`src/rtl/mem_block_pkg.sv`:
```
// Shared definitions for the memory block master: op encodings, FSM states and size defaults.
package mem_block_pkg;

    localparam int DEF_ADDR_W = 13;
    localparam int DEF_DEPTH  = 7680;
    localparam int DATA_W     = 32;
    localparam int BE_W       = DATA_W / 8;

    typedef enum logic [1:0] {
        OP_FILL_CONST = 2'b00,
        OP_FILL_INC   = 2'b01,
        OP_READ       = 2'b10,
        OP_RSVD       = 2'b11
    } op_e;

    typedef enum logic [2:0] {
        ST_IDLE,
        ST_FILL,
        ST_READ,
        ST_DRAIN,
        ST_DONE
    } state_e;

endpackage

```
`src/rtl/mem_block_master_if.sv`:
```
// Command, Avalon-MM initiator, read-stream and status signals of the memory block master.
interface mem_block_master_if
    import mem_block_pkg::*;
#(
    parameter int ADDR_W = DEF_ADDR_W
);

    logic              cmd_valid;
    logic              cmd_ready;
    logic [1:0]        cmd_op;
    logic [ADDR_W-1:0] cmd_addr;
    logic [ADDR_W:0]   cmd_len;
    logic [DATA_W-1:0] cmd_data;
    logic [BE_W-1:0]   cmd_byteenable;

    logic [ADDR_W-1:0] address;
    logic [BE_W-1:0]   byteenable;
    logic              chipselect;
    logic              write;
    logic [DATA_W-1:0] writedata;
    logic              clken;
    logic [DATA_W-1:0] readdata;

    logic              rd_valid;
    logic              rd_ready;
    logic [DATA_W-1:0] rd_data;

    logic              done;
    logic              err;

    modport master (
        input  cmd_valid, cmd_op, cmd_addr, cmd_len, cmd_data, cmd_byteenable,
        input  readdata, rd_ready,
        output cmd_ready, address, byteenable, chipselect, write, writedata, clken,
        output rd_valid, rd_data, done, err
    );

    modport slave (
        output cmd_valid, cmd_op, cmd_addr, cmd_len, cmd_data, cmd_byteenable,
        output readdata, rd_ready,
        input  cmd_ready, address, byteenable, chipselect, write, writedata, clken,
        input  rd_valid, rd_data, done, err
    );

endinterface

```
`src/rtl/mem_block_addr_gen.sv`:
```
// Word address / index counter for block transfers, with load, enable and last-word flag.
module mem_block_addr_gen #(
    parameter int ADDR_W = 13
) (
    input  logic              clk,
    input  logic              reset,
    input  logic              load,
    input  logic [ADDR_W-1:0] load_addr,
    input  logic [ADDR_W:0]   load_len,
    input  logic              en,
    output logic [ADDR_W-1:0] addr,
    output logic              last
);

    logic [ADDR_W:0] idx;
    logic [ADDR_W:0] len_m1;

    // len is never zero when loaded, so len-1 cannot underflow
    always_ff @(posedge clk) begin
        if (reset) begin
            addr   <= '0;
            idx    <= '0;
            len_m1 <= '0;
        end else if (load) begin
            addr   <= load_addr;
            idx    <= '0;
            len_m1 <= load_len - 1'b1;
        end else if (en) begin
            addr   <= addr + 1'b1;
            idx    <= idx + 1'b1;
        end
    end

    assign last = (idx == len_m1);

endmodule

```
`src/rtl/mem_block_master.sv`:
```
// Block FILL/READ master for an Avalon-MM on-chip memory with a backpressured read stream.
// Optional checksum output enabled by defining MEM_BLOCK_MASTER_CHECKSUM_EN.
module mem_block_master
    import mem_block_pkg::*;
#(
    parameter int ADDR_W = DEF_ADDR_W,
    parameter int DEPTH  = DEF_DEPTH
) (
    input  logic              clk,
    input  logic              reset,
    mem_block_master_if.master bus
`ifdef MEM_BLOCK_MASTER_CHECKSUM_EN
    ,
    output logic [DATA_W-1:0] checksum
`endif
);

    localparam logic [ADDR_W+1:0] DEPTH_W = (ADDR_W+2)'(DEPTH);

    state_e            state;
    logic              cmd_ready_r;
    logic              cs_r;
    logic              wr_r;
    logic              vld_p1;
    logic              done_r;
    logic              err_r;
    logic              fill_inc;
    logic [DATA_W-1:0] wdata_r;
    logic [BE_W-1:0]   be_r;

    logic              accept;
    logic              cmd_bad;
    logic              cmd_empty;
    logic [ADDR_W+1:0] end_sum;
    logic              clken;
    logic              last;
    logic              cnt_load;
    logic              cnt_en;
    logic [ADDR_W-1:0] addr;

    assign accept    = cmd_ready_r && bus.cmd_valid;
    assign end_sum   = {2'b00, bus.cmd_addr} + {1'b0, bus.cmd_len};
    assign cmd_bad   = (bus.cmd_op == OP_RSVD) || (end_sum > DEPTH_W);
    assign cmd_empty = (bus.cmd_len == '0);

    // Memory output register is frozen while a presented word is stalled
    assign clken     = ~(vld_p1 & ~bus.rd_ready);

    assign cnt_load  = accept && !cmd_bad && !cmd_empty;
    assign cnt_en    = ((state == ST_FILL) || ((state == ST_READ) && clken)) && !last;

    mem_block_addr_gen #(
        .ADDR_W (ADDR_W)
    ) u_addr_gen (
        .clk       (clk),
        .reset     (reset),
        .load      (cnt_load),
        .load_addr (bus.cmd_addr),
        .load_len  (bus.cmd_len),
        .en        (cnt_en),
        .addr      (addr),
        .last      (last)
    );

    always_ff @(posedge clk) begin
        if (reset) begin
            state       <= ST_IDLE;
            cmd_ready_r <= 1'b0;
            cs_r        <= 1'b0;
            wr_r        <= 1'b0;
            vld_p1      <= 1'b0;
            done_r      <= 1'b0;
            err_r       <= 1'b0;
        end else begin
            done_r <= 1'b0;
            err_r  <= 1'b0;
            // Stage p1: a read address issued under clken yields valid data next cycle
            if (clken) begin
                vld_p1 <= cs_r & ~wr_r;
            end
            case (state)
                ST_IDLE: begin
                    if (accept) begin
                        cmd_ready_r <= 1'b0;
                        if (cmd_bad || cmd_empty) begin
                            state  <= ST_DONE;
                            done_r <= 1'b1;
                            err_r  <= cmd_bad;
                        end else if (bus.cmd_op == OP_READ) begin
                            state <= ST_READ;
                            cs_r  <= 1'b1;
                            wr_r  <= 1'b0;
                        end else begin
                            state <= ST_FILL;
                            cs_r  <= 1'b1;
                            wr_r  <= 1'b1;
                        end
                    end else begin
                        cmd_ready_r <= 1'b1;
                    end
                end
                ST_FILL: begin
                    if (last) begin
                        state  <= ST_DONE;
                        cs_r   <= 1'b0;
                        wr_r   <= 1'b0;
                        done_r <= 1'b1;
                    end
                end
                ST_READ: begin
                    if (clken && last) begin
                        state <= ST_DRAIN;
                        cs_r  <= 1'b0;
                    end
                end
                ST_DRAIN: begin
                    if (vld_p1 && bus.rd_ready) begin
                        state  <= ST_DONE;
                        done_r <= 1'b1;
                    end
                end
                ST_DONE: begin
                    state       <= ST_IDLE;
                    cmd_ready_r <= 1'b1;
                end
                default: begin
                    state <= ST_IDLE;
                    cs_r  <= 1'b0;
                    wr_r  <= 1'b0;
                end
            endcase
        end
    end

    // Write data path: seeded on accept, stepped per word for incrementing fills
    always_ff @(posedge clk) begin
        if (accept) begin
            wdata_r  <= bus.cmd_data;
            be_r     <= (bus.cmd_op == OP_READ) ? {BE_W{1'b1}} : bus.cmd_byteenable;
            fill_inc <= (bus.cmd_op == OP_FILL_INC);
        end else if ((state == ST_FILL) && fill_inc && !last) begin
            wdata_r  <= wdata_r + 32'd1;
        end
    end

`ifdef MEM_BLOCK_MASTER_CHECKSUM_EN
    always_ff @(posedge clk) begin
        if (accept) begin
            checksum <= '0;
        end else if (vld_p1 && bus.rd_ready) begin
            checksum <= checksum + bus.readdata;
        end
    end
`endif

    assign bus.cmd_ready  = cmd_ready_r;
    assign bus.address    = addr;
    assign bus.byteenable = be_r;
    assign bus.chipselect = cs_r;
    assign bus.write      = wr_r;
    assign bus.writedata  = wdata_r;
    assign bus.clken      = clken;
    assign bus.rd_valid   = vld_p1;
    assign bus.rd_data    = bus.readdata;
    assign bus.done       = done_r;
    assign bus.err        = err_r;

endmodule

```
`src/flat_wrapper.sv`:
```
// flat-port wrapper written by rule: the top's interface ports become plain ports
module mem_block_master_flat import mem_block_pkg::*;
#(
    parameter int ADDR_W = DEF_ADDR_W,
    parameter int DEPTH  = DEF_DEPTH
)
  (clk, reset, bus_cmd_valid, bus_cmd_op, bus_cmd_addr, bus_cmd_len, bus_cmd_data, bus_cmd_byteenable, bus_readdata, bus_rd_ready, bus_cmd_ready, bus_address, bus_byteenable, bus_chipselect, bus_write, bus_writedata, bus_clken, bus_rd_valid, bus_rd_data, bus_done, bus_err);
  mem_block_master_if #(.ADDR_W(ADDR_W)) bus_i ();
  input  logic clk;
  input  logic reset;
  input wire logic [$bits(bus_i.cmd_valid)-1:0] bus_cmd_valid;
  input wire logic [$bits(bus_i.cmd_op)-1:0] bus_cmd_op;
  input wire logic [$bits(bus_i.cmd_addr)-1:0] bus_cmd_addr;
  input wire logic [$bits(bus_i.cmd_len)-1:0] bus_cmd_len;
  input wire logic [$bits(bus_i.cmd_data)-1:0] bus_cmd_data;
  input wire logic [$bits(bus_i.cmd_byteenable)-1:0] bus_cmd_byteenable;
  input wire logic [$bits(bus_i.readdata)-1:0] bus_readdata;
  input wire logic [$bits(bus_i.rd_ready)-1:0] bus_rd_ready;
  output wire logic [$bits(bus_i.cmd_ready)-1:0] bus_cmd_ready;
  output wire logic [$bits(bus_i.address)-1:0] bus_address;
  output wire logic [$bits(bus_i.byteenable)-1:0] bus_byteenable;
  output wire logic [$bits(bus_i.chipselect)-1:0] bus_chipselect;
  output wire logic [$bits(bus_i.write)-1:0] bus_write;
  output wire logic [$bits(bus_i.writedata)-1:0] bus_writedata;
  output wire logic [$bits(bus_i.clken)-1:0] bus_clken;
  output wire logic [$bits(bus_i.rd_valid)-1:0] bus_rd_valid;
  output wire logic [$bits(bus_i.rd_data)-1:0] bus_rd_data;
  output wire logic [$bits(bus_i.done)-1:0] bus_done;
  output wire logic [$bits(bus_i.err)-1:0] bus_err;
  assign bus_i.cmd_valid = bus_cmd_valid;
  assign bus_i.cmd_op = bus_cmd_op;
  assign bus_i.cmd_addr = bus_cmd_addr;
  assign bus_i.cmd_len = bus_cmd_len;
  assign bus_i.cmd_data = bus_cmd_data;
  assign bus_i.cmd_byteenable = bus_cmd_byteenable;
  assign bus_i.readdata = bus_readdata;
  assign bus_i.rd_ready = bus_rd_ready;
  assign bus_cmd_ready = bus_i.cmd_ready;
  assign bus_address = bus_i.address;
  assign bus_byteenable = bus_i.byteenable;
  assign bus_chipselect = bus_i.chipselect;
  assign bus_write = bus_i.write;
  assign bus_writedata = bus_i.writedata;
  assign bus_clken = bus_i.clken;
  assign bus_rd_valid = bus_i.rd_valid;
  assign bus_rd_data = bus_i.rd_data;
  assign bus_done = bus_i.done;
  assign bus_err = bus_i.err;
  mem_block_master #(.ADDR_W(ADDR_W), .DEPTH(DEPTH)) u_core (.clk(clk), .reset(reset), .bus(bus_i));
endmodule
```
`config.mk`:
```
export PLATFORM = sky130hd
export DESIGN_NAME = mem_block_master_flat
export DESIGN_NICKNAME = d
export VERILOG_FILES = /design/src/rtl/mem_block_pkg.sv /design/src/rtl/mem_block_master_if.sv /design/src/rtl/mem_block_addr_gen.sv /design/src/rtl/mem_block_master.sv /design/src/flat_wrapper.sv
export SDC_FILE = /design/constraint.sdc
export NUM_CORES = 1
export LEC_CHECK = 0
export CAP_MARGIN = 25
export CORE_MARGIN = 8
export CORE_UTILIZATION = 47
export CTS_BUF_LIST = sky130_fd_sc_hd__clkbuf_8 sky130_fd_sc_hd__clkbuf_16
export CTS_CLUSTER_SIZE = 24
export DETAILED_ROUTE_END_ITERATION = 6
export MAX_ROUTING_LAYER = met4
export PLACE_DENSITY = 0.85
export SLEW_MARGIN = 20
export SYNTH_ARGS = -nofsm -noshare
export SYNTH_HDL_FRONTEND = slang
export SYNTH_SLANG_ARGS = --single-unit
```
`constraint.sdc`:
```
create_clock -name clk -period 3.85 [get_ports clk]
set_input_delay 0.5775 -clock clk [delete_from_list [all_inputs] [get_ports clk]]
set_output_delay 0.5775 -clock clk [all_outputs]
set_load 0.01 [all_outputs]
```
[After elaboration in Yosys (flattened, before gate mapping)]
Cells that the tools add are included.
Operators by class
  muxes and demuxes: 27
  add/subtract/negate cells: 5
  $lt $le $gt $ge: 1
  reductions and logical operators: 27
  eq/ne operators: 13
  bitwise gates (word level): 10
Operators by type and width (count)
  $mux 32: 2
  $add 32x1->32 const B: 1
  $mux 13: 2
  $add 13x14->15: 1
  $gt 15x13->1 const B: 1
  $mux 3: 5
  $add 14x1->14 const B: 1
  $eq 14x14->1: 1
  $logic_not 14->1: 1
  $sub 14x1->14 const B: 1
  $add 13x1->13 const B: 1
  $mux 1: 12
  $pmux 3 s4: 1
  $logic_and 1x1->1: 9
  $not 1->1: 8
  $reduce_and 4->1: 2
  $eq 3x2->1 const B: 2
  $ne 2x1->1 const B: 3
  $pmux 1 s3: 2
  $reduce_bool 2->1: 3
  $reduce_and 5->1: 1
  $eq 2x2->1 const B: 2
  $ne 2x2->1 const B: 2
  $pmux 1 s4: 1
  12 further kinds: 18
Storage, ports and cells
  word-level logic and storage cells: 96
  bits in registers: 87
  output and inout port bits: 88

[Depth between registers and ports, before layout]
  depth in word-level cells: 8
  mapped depth: 12
  gate-level depth less buffers: 10

[By module]
From an unflattened synthesis, not the netlist that was laid out.
Second synthesis, totals
  cells, all modules: 653
  area, all modules: 5729.2 um2
By module, submodules not included
  mem_block_master: area an instance 3539.6 um2, cells each 394, instances 1
  mem_block_addr_gen: area an instance 2189.6 um2, cells each 259, instances 1

[Worst setup path before layout]
No wires, ideal clock.
  kind: register -> register
  from: register u_core.u_addr_gen.idx[6]
  to: register u_core.wdata_r[0], in the netlist u_core.bus.writedata[0], enable pin
  slack: 300 ps
  arrival: 3080 ps
  cell stages (with the launch flop): 5
  buffers on the path: 0
  required time: 3380 ps
  clock period less this slack: 3550 ps
  path through: dfxtp_1 -> xnor2_1 -> nand4_1 -> nor4_1 -> o31ai_1
Between the ends
  longest elaborated chain between the ends: 4
RTL lines
  start: declaration: RTL line mem_block_addr_gen.sv:15  | logic [ADDR_W:0] idx;
  start signal: assignment: RTL line mem_block_addr_gen.sv:30  | idx <= idx + 1'b1;
  $eq 14x14->1: RTL line mem_block_addr_gen.sv:34  | assign last = (idx == len_m1);
  $logic_not 1->1: RTL line mem_block_master.sv:141  | end else if ((state == ST_FILL) && fill_inc && !last) begin
  $logic_and 1x1->1: RTL line mem_block_master.sv:141
  $reduce_bool 2->1 (no source line)
  end signal: assignment: RTL line mem_block_master.sv:138  | wdata_r <= bus.cmd_data;
  end signal: assignment: RTL line mem_block_master.sv:142  | wdata_r <= wdata_r + 32'd1;
  end: declaration: RTL line mem_block_master.sv:28  | logic [DATA_W-1:0] wdata_r;
No other way between the ends.
A chain may end at the register's enable or synchronous reset.

[Final worst setup path]
  from: input port bus_cmd_len[0]
  to: register u_core.state[1]
Between the ends
  longest elaborated chain between the ends: 7
  elaborated cells on any way between the ends: 8
RTL lines
  start: declaration: RTL line flat_wrapper.sv:14  | input wire logic [$bits(bus_i.cmd_len)-1:0] bus_cmd_len;
  $add 13x14->15: RTL line mem_block_master.sv:42  | assign end_sum = {2'b00, bus.cmd_addr} + {1'b0, bus.cmd_len};
  $gt 15x13->1: RTL line mem_block_master.sv:43  | assign cmd_bad = (bus.cmd_op == OP_RSVD) || (end_sum > DEPTH_W);
  $logic_or 1x1->1: RTL line mem_block_master.sv:43
  $logic_or 1x1->1 *: RTL line mem_block_master.sv:85  | if (cmd_bad || cmd_empty) begin
  $mux 3 *: RTL line mem_block_master.sv:85
  $mux 3 *: RTL line mem_block_master.sv:83  | if (accept) begin
  $pmux 3 s4 *: RTL line mem_block_master.sv:81  | case (state)
  end signal: assignment: RTL line mem_block_master.sv:86  | state <= ST_DONE;
  end signal: assignment: RTL line mem_block_master.sv:90  | state <= ST_READ;
  end signal: assignment: RTL line mem_block_master.sv:94  | state <= ST_FILL;
  end: declaration: RTL line mem_block_master.sv:20  | state_e state;
Mark *: on every way between the ends. The rest lies on a longest branch, timed or not. The select of a mux whose other input is x is not followed.

==> results.md <==
* Status: complete, no violations
* Routed via count at ~5300
* FFs w/ async S/R, synth at 0%
* H-tree levels at 3
* Area grow syn2layout at 29.2%
* Die Footprint at between 0.015 and 0.02 mm^2
* Die W at ~130 um
* Die height at 126 um
* Largest cells by area after synthesis: edfxtp_1 (20%), dfxtp_1 (18%), xnor2_1 (8.0%)
* Tcrit/Tclk final at a little over nine tenths
* Rows at 40
* Proportion of layout cells with a drive suffix above 1 at 7.43%
* Critical path class: input pin to register
* Sink Count at 87
* Design area at between 0.007 and 0.008 mm^2
* Nets@finish at between 800 and 900
* Worst skew pair latency at around 0.34 ns
* CTS buffer count at 9
* Initial core utilization at a little under half
* Final worst-path setup slack at between 0.15 and 0.2 ns
* Port Buffer Count at ~120
* Worst setup SP type: input pin
* Data required, critical path at 4.11 ns
* Power density cells at between 300 and 400 mW/mm^2
* Crit Path Max Fanout at 4
* Post-cts hold buffer count at 0
* Synth top cells by count: nand2_1 (72), xnor2_1 (52), dfxtp_1 (50)
* Total of max-cap violations at 0
* All-Layer GR Usage at 21.1%
* Syn Nets at 775
* Final non-filler cell total at a little over 900
* WL/cell at between 15 and 20 um
* Final wirelength at 16700 um
* Crit. End Element: register
* Top cell type by total area after synthesis: edfxtp_1
* Synthesis-stage register bit count at 87
* Fin util at roughly three fifths
* Top-count cell post-synth: nand2_1
* Number of remaining DRC errors at 0
* Core area at about 0.012 mm^2
* Synth Cell Area at 0.00570 mm^2
* First-pass GRT wire length at 26600 um
* Root buf cell: clkbuf_16
* Post-Place Cell Area at ~0.0071 mm^2
* Register area share after synthesis at a little under two fifths
* GP Congestion at slightly below 1
* Hold Fails Final Rpt at 0
* Largest net degree at the start of global routing at 42
* CTS tree: built
* Syn avg cell area at approximately 8.7 um^2
* Hold Path Class: register to register
* Pre-antenna DRT Iters at 5
* Placed Cells incl. Taps at ~900
* Clock Skew at 0.00528 ns
* Vias in the first global route at around 5300
* Yosys cell types at 56
* EDFF count, synth at 37
* Hpwl dp at ~13000 um
* Filler instances at 1000
* Shortest period the worst path allows at 3.68 ns
* Leakage at 2.59 nW
* WP data arrival at 3.94 ns
* Mapped Cells at between 600 and 700
* Worst hold slack at 0.531 ns
* Post-synth top area share at 19.5%
* Max_slew headroom at a little over a third
* Post-route ant nets at 0
* Drt via density at a little under 6
* Boundary pin count at 189
* Place WS at -0.195 ns
* Post-cts resize count at 0
* RSZ-0062 raised after global routing: no
* Bufs on Longest Clock Path at 2
* Initial DRC Count at around 470
* Reg clk slew, reported paths at around 0.060 ns
* Initial antenna violation count at 1
* Worst-margin pin slew at around 0.97 ns
* Number of synthesis warnings at 0
* Setup Viol. Count Final at 0
* Final slew viol count at 0
* VDD IR max at approximately 0.00025 V
* Grt total ovfl at 0
* Fmax at roughly 270 MHz
* Most used DFF post-synth: dfxtp_1
-- routing by layer --
metal	GRT usage (%)	share of wire (%)	vias to the layer above	wire length, um
met3	5.02	6.8	29	1140
met5	-	0	-	0
li1	-	-	2547	-
met1	24.3	44	2491	7280
met4	7.22	2.1	0	354
met2	35.3	47	240	7900
-- sequential cells by signal, summed over array words and instances, names as in the netlist --
name	count
u_core.bus.writedata	32
u_core.u_addr_gen.idx	14
u_core.u_addr_gen.len_m1	14
u_core.u_addr_gen.addr	13
u_core.bus.byteenable	4
u_core.state	3
u_core.bus.chipselect	1
u_core.bus.cmd_ready	1
u_core.bus.done	1
u_core.bus.err	1
u_core.bus.rd_valid	1
u_core.bus.write	1
u_core.fill_inc	1
-- area by class of cell --
type                            count  area, um^2  share of cell area, %
Inverter                           12        45.0                  0.612
Clock buffer                       10         239                   3.25
Sequential cell                    87        2110                   28.7
Timing Repair Buffer              153        1500                   20.3
Tap cell                          147         184                   2.50
Antenna cell                        1        2.50                 0.0340
Multi-Input combinational cell    499        3210                   43.7
Clock inverter                      6        67.6                  0.918
-- critical path: stages --
cell and delay (ns):
clkdlybuf4s50_1 0.45, ha_1 0.24, fa_1 0.40, a21o_1 0.23
a22oi_2 0.14, mux2i_1 0.09, or4_4 0.56, nor4_4 0.31
o41ai_2 0.14, or4_1 0.57, a221oi_2 0.23
-- cell families after synthesis --
group / count (synthesis) / share of synthesized area, %
AOI/OAI and AO/OA: 135 / 15.6
xor gates and xnor gates: 84 / 12.9
adders and majority gates: 18 / 4.09
buffers and inverters: 70 / 6.81
DFF: 87 / 37.1
muxes: 4 / 0.725
and+or+nand+nor: 258 / 22.7
-- cells in the final DEF (no fill, tap or decap), types with 10 or more instances in the layout --
master,count
clkdlybuf4s50_1,124
dfxtp_1,50
ha_1,17
nand3_1,29
xnor2_1,52
nand2b_1,10
buf_4,26
xor2_1,32
nor2_1,39
nand4_1,13
a211oi_1,28
nand2_1,72
and3_1,21
nor3_1,36
a21oi_1,29
edfxtp_1,37
o21ai_0,38
inv_1,11
-- final timing paths --
kind | endpoint | slack, ns | from | cells past startpoint
worst min-delay path | u_core.bus.rd_valid | 0.53 | u_core.bus.chipselect | 2
worst max-delay path | u_core.state[1] | 0.17 | bus_cmd_len[0] | 11
worst max register to register | u_core.bus.write | 1.35 | u_core.u_addr_gen.idx[3] | 9
worst min register to register | u_core.bus.rd_valid | 0.53 | u_core.bus.chipselect | 2
-- metrics by stage --
step	setup TNS [ns]	total power [mW]
final	0	2.58
after global routing	0	2.68
after CTS	0	2.59
after detailed placement	-4.49	1.70
after global placement	-0.596	1.68
after floorplan	0	1.43
-- report_power, final --
| part | total (mW) | internal, mW | switching [mW] |
|---|---|---|---|
| Combinational | 0.600 | 0.298 | 0.302 |
| Sequential | 1.08 | 1.03 | 0.0572 |
| Clock | 0.895 | 0.524 | 0.371 |
| Total | 2.58 | 1.85 | 0.730 |
-- timing repair --
action                                  4_1_cts  5_1_grt
endpoints found under the setup margin        0        2
setup buffers                                 0        0
hold endpoints to repair                      0        0
No activity file was read; power rests on OpenSTA's default activity.
